### src/rtl/ahb_arbiter.sv
// Round-robin AHB bus arbiter: registered one-hot grant, owner index and master-lock
// qualifier, with burst and locked-transfer hold.
module ahb_arbiter #(
    parameter int MASTERS_NUM    = 4,
    parameter int DEFAULT_MASTER = 0,
    localparam int MW            = $clog2(MASTERS_NUM)
) (
    input  logic                   HCLK,
    input  logic                   HRESETn,
    input  logic [MASTERS_NUM-1:0] HBUSREQ,
    input  logic [MASTERS_NUM-1:0] HLOCKx,
    input  logic [1:0]             HTRANS,
    input  logic                   HREADY,
    output logic [MASTERS_NUM-1:0] HGRANT,
    output logic [MW-1:0]          HMASTER,
    output logic                   HMASTLOCK
);

    typedef enum logic [1:0] {PARK, OWN, LOCK} state_t;

    localparam logic [MASTERS_NUM-1:0] DEF_GRANT = MASTERS_NUM'(1) << DEFAULT_MASTER;
    localparam logic [MW-1:0]          DEF_IDX   = MW'(DEFAULT_MASTER);

    localparam logic [1:0] TR_BUSY = 2'b01;
    localparam logic [1:0] TR_SEQ  = 2'b11;

    state_t                 state, state_nxt;
    logic [MW-1:0]          ptr, ptr_nxt;
    logic [MASTERS_NUM-1:0] grant_nxt;
    logic [MW-1:0]          hmaster_nxt;
    logic                   hmastlock_nxt;

    logic [MW-1:0]          owner;
    logic                   burst_hold, lock_hold, arb_point;
    logic                   win_found;
    logic [MW-1:0]          win_idx;

    function automatic logic [MW-1:0] oh2idx(input logic [MASTERS_NUM-1:0] v);
        logic [MW-1:0] idx;
        idx = '0;
        for (int unsigned i = 0; i < MASTERS_NUM; i++)
            if (v[i]) idx = i[MW-1:0];
        return idx;
    endfunction

    // Scan ptr+1 .. ptr so the current owner comes last in the priority order.
    function automatic logic [MW:0] find_winner(input logic [MW-1:0]          p,
                                                input logic [MASTERS_NUM-1:0] req);
        logic          found;
        logic [MW-1:0] w;
        int unsigned   j;
        found = 1'b0;
        w     = p;
        for (int unsigned k = 1; k <= MASTERS_NUM; k++) begin
            j = (32'(p) + k) % MASTERS_NUM;
            if (!found && req[j]) begin
                found = 1'b1;
                w     = j[MW-1:0];
            end
        end
        return {found, w};
    endfunction

    assign owner      = oh2idx(HGRANT);
    assign burst_hold = (state == OWN) && ((HTRANS == TR_BUSY) || (HTRANS == TR_SEQ)) &&
                        HBUSREQ[owner];
    assign lock_hold  = (state == LOCK) && HLOCKx[owner];
    assign arb_point  = HREADY && !burst_hold && !lock_hold;
    assign {win_found, win_idx} = find_winner(ptr, HBUSREQ);

    always_ff @(posedge HCLK or negedge HRESETn) begin
        if (!HRESETn) begin
            state     <= PARK;
            ptr       <= DEF_IDX;
            HGRANT    <= DEF_GRANT;
            HMASTER   <= DEF_IDX;
            HMASTLOCK <= 1'b0;
        end else begin
            state     <= state_nxt;
            ptr       <= ptr_nxt;
            HGRANT    <= grant_nxt;
            HMASTER   <= hmaster_nxt;
            HMASTLOCK <= hmastlock_nxt;
        end
    end

    always_comb begin
        state_nxt = state;
        ptr_nxt   = ptr;
        grant_nxt = HGRANT;
        if (arb_point) begin
            if (win_found) begin
                grant_nxt = MASTERS_NUM'(1) << win_idx;
                ptr_nxt   = win_idx;
                state_nxt = HLOCKx[win_idx] ? LOCK : OWN;
            end else begin
                grant_nxt = DEF_GRANT;
                state_nxt = PARK;
            end
        end
    end

    // Address-phase handover uses the pre-edge grant and state.
    always_comb begin
        hmaster_nxt   = HMASTER;
        hmastlock_nxt = HMASTLOCK;
        if (HREADY) begin
            hmaster_nxt   = owner;
            hmastlock_nxt = (state == LOCK);
        end
    end

endmodule

### config.mk
export PLATFORM = sky130hd
export DESIGN_NAME = ahb_arbiter
export DESIGN_NICKNAME = d
export VERILOG_FILES = /design/src/rtl/ahb_arbiter.sv
export SDC_FILE = /design/constraint.sdc
export NUM_CORES = 1
export LEC_CHECK = 0
export ABC_AREA = 1
export CORE_ASPECT_RATIO = 1.1
export CORE_MARGIN = 5
export CORE_UTILIZATION = 45
export DETAILED_ROUTE_END_ITERATION = 7
export PLACE_DENSITY_LB_ADDON = 0.1
export SETUP_SLACK_MARGIN = 0.02
export SLEW_MARGIN = 20
export SYNTH_ARGS = -nofsm -noshare
export SYNTH_HDL_FRONTEND = slang
export SYNTH_SLANG_ARGS = --single-unit
### constraint.sdc
create_clock -name HCLK -period 2.52 [get_ports HCLK]
set_input_delay 0.504 -clock HCLK [delete_from_list [all_inputs] [get_ports HCLK]]
set_output_delay 0.504 -clock HCLK [all_outputs]
set_load 0.005 [all_outputs]
==> implementation parameters <==
Parameter                              Value

Logic synthesis
  Instance count of the mapped netlist    125
  Synth Cell Area    between 800 and 900 um2
  Number of warnings reported in the yosys synthesis log    0
  Number of different library cells in the post-synthesis netlist    23
  Number of nets in the synthesized netlist    between 100 and 150
  Register bit count reported by yosys    11
  Share of the yosys chip area belonging to registers    31.71%
  Post-synthesis average cell area    6.977 um2

Clock network
  Clock Path Buffers    2
  Total of hold buffers inserted after clock tree synthesis    0
  Total of cells resized after clock tree synthesis    0
  Clock transition at the registers of the reported paths    70 ps
  Number of buffers added by the clock tree synthesis step    3
  Post-CTS Setup Bufs    0
  Clock tree root buffer cell    sky130_fd_sc_hd__clkbuf_4
  Number of H-tree levels    1
  Worst-skew pair later-pin latency    between 200 and 300 ps
  Sink Count    11
  Clock tree from TritonCTS    yes

Floorplanning
  Placeable core area    0.001822 mm2
  Number of placed I/O pins    20
  Standard-cell rows    16
  Area enclosed by the die boundary    approximately 0.003 mm2
  Die extent in x    51.98 um
  Initial core utilization    a little under half
  Die height    ~56 um

Detailed routing
  Routed length per instance    11.91 um
  Remaining number of nets flagged by the antenna check after routing    0
  Detailed-route DRC error count    0
  Ratio of routed vias to standard cells    a little under 5
  DR pass1 iterations    4
  Count of vias placed by the detailed router    ~850
  Drt first-iter violations    13
  Final WL    2.060 mm

Setup path
  Reg-to-reg setup timing slack    780 ps
  Critical-path maximum fanout    4
  Capturing point of the worst reg2reg path    state[1]
  Signal arrival time at the worst endpoint    approximately 2000 ps
  Reg2reg path depth    13
  Most used cell, CP    sky130_fd_sc_hd__nand2_1
  Category of the most critical setup path    input port to register
  Maximum cell stage delay along the critical path    530 ps
  CP bufs+invs    1
  Beginning of the worst register-to-register path    ptr[0]
  Startpoint class of the critical path    input port
  Critical Path Slowest Stage Cell    sky130_fd_sc_hd__clkdlybuf4s50_1
  Critical path's top delay family    simple AND/OR/NAND/NOR gates
  Required arrival time at the worst endpoint    around 2700 ps
  Kind of capture point of the worst setup path    register
  Cells traversed along the worst timing path    clkdlybuf4s50_1, nand2_1, nand2_1, nand2_1, nand2_2, nand2_2, nand2_1, nand2_1, nand3_1, nand2_1, nand2_1, nand2_1, nand2_1, nand2_1

Power
  Static leakage    0.0005476 uW
  Pwr/cell area    between 1000 and 1500 mW/mm2
  IR drop worst, VDD    0.7811 mV

STA
  Worst slew margin relative to its limit    64.60%
  Highest clock rate    541.4 MHz
  Unrepaired setup endpoints after global routing    no
  Slew at the pin with the worst max-slew slack    ~530 ps
  # setup viols final    0
  Number of pins with negative max-slew slack in the final report    0
  Fin Setup TNS    0 ps
  Post-route clock period utilization    73.30%
  Final hold violation count    0
  Clock Skew    around 0.45 ps
  Final worst path period need    about 1800 ps

Layout
  Net count of the finished layout    160
  Most common cell after layout, fill and taps aside    sky130_fd_sc_hd__nand2_1
  Most frequent cells in the layout    sky130_fd_sc_hd__nand2_1 (43), sky130_fd_sc_hd__clkdlybuf4s50_1 (18), sky130_fd_sc_hd__nand3_1 (14), sky130_fd_sc_hd__dfrtp_1 (10), sky130_fd_sc_hd__nand2_2 (10)
  Fill cell total of the finished layout    173
  Fin util    between 60% and 70%
  Layout area overhead    26.26%
  Share of final-layout standard cells stronger than drive strength 1    between 20% and 30%
  Count of antenna diodes in the layout    0

Status
  Run status    complete, no violations

Placement
  Global placement routability congestion    around 0.86
  Count of buffers inserted at the top-level ports    18
  Hpwl dp    between 1.5 and 2 mm

GRT
  Total track usage    roughly 15%
  Total overflow reported by the global router    0
  Number of global-route vias before repair    roughly 800
  Pin count of the biggest net entering global routing    12
  Global-route wire length before repair    3.374 mm
  Antenna violations before repair    0

Min path
  WHS Path Cells    2
  Class of the worst hold path    register to register
  Endpoint of the worst hold-timing path    state[0]
  HP Start    state[0]

Flow run
  Max-cap violation count    0
==> worst max-delay path by stage <==
stage | from | to | slack, ps | cells past startpoint
floorplan | ptr[0] | state[1] | 1050 | 15
global placement | HBUSREQ[2] | state[1] | 430 | 14
detailed placement | HBUSREQ[2] | state[1] | 390 | 14
CTS | HBUSREQ[2] | state[1] | 670 | 14
global route | HBUSREQ[0] | state[1] | 550 | 14
finish | HBUSREQ[2] | state[1] | 670 | 14
==> synth_stat cells, drive strengths merged <==
master / count / share of area (%)
dfrtp: 10 / 29
nand4: 1 / 0.72
nor2: 6 / 3.7
nor3: 1 / 1.9
dfstp: 1 / 3.0
buf: 1 / 1.3
a31oi: 1 / 0.72
nor3b: 1 / 0.86
o21ai: 13 / 8.8
nand2: 57 / 31
a21oi: 4 / 2.3
nand3: 15 / 10
inv: 14 / 7.2
==> where the power goes <==
| part | internal [uW] | leakage (uW) | switching (uW) | total [uW] |
|---|---|---|---|---|
| clock network | 61.2 | 0.0000150 | 61.3 | 122 |
| logic | 396 | 0.000394 | 662 | 1060 |
| registers | 261 | 0.000139 | 79.5 | 341 |
==> logic make-up after synthesis <==
family | share of synthesized area, %
AND/OR/NAND/NOR | 48.06
AO/OA/AOI/OAI | 11.77
buffers and inverters | 8.465
flip-flops | 31.71
==> through the flow <==
stage / setup slack (ps) / hold slack [ps] / power (uW) / instances / instance area [um2]
3_3_place_gp: 434.5 / 463.0 / 1378 / 169 / 1075
6_report: 672.8 / 480.8 / 1521 / 173 / 1101
3_5_place_dp: 387.2 / 466.3 / 1406 / 169 / 1075
4_1_cts: 665.4 / 486.4 / 1541 / 173 / 1101
2_1_floorplan: 1049 / 208.4 / 1165 / 125 / 872.1
5_1_grt: 546.7 / 522.4 / 1668 / 173 / 1101
==> cell type report <==
cell class,instances,area [um2],area share (%)
multi-input combinational,99,521.8,47.39
timing repair buffer,18,180.2,16.36
inverter,14,62.56,5.682
sequential,11,276.5,25.11
clock buffer,4,26.28,2.386
tap,27,33.78,3.068
==> metal layers <==
metal,GRT usage (%),share of wire (%),vias to the layer above
met5,0,0,-
li1,-,-,446
met1,19.28,44,388
met3,3.485,4.8,2
met2,24.60,50,10
met4,6.742,0.87,0
==> worst min-delay path, stage by stage (launching register included) <==
cell                      delay, ps
sky130_fd_sc_hd__dfrtp_1        350
sky130_fd_sc_hd__nand2_1         50
sky130_fd_sc_hd__nand2_1         50
==> registers in the layout (all words and copies together), names as in the netlist <==
| register | flops |
|---|---|
| HMASTER | 2 |
| ptr | 2 |
| state | 2 |
| HMASTLOCK | 1 |
| HGRANT | 4 |
Power figures use the tool's default switching activity.
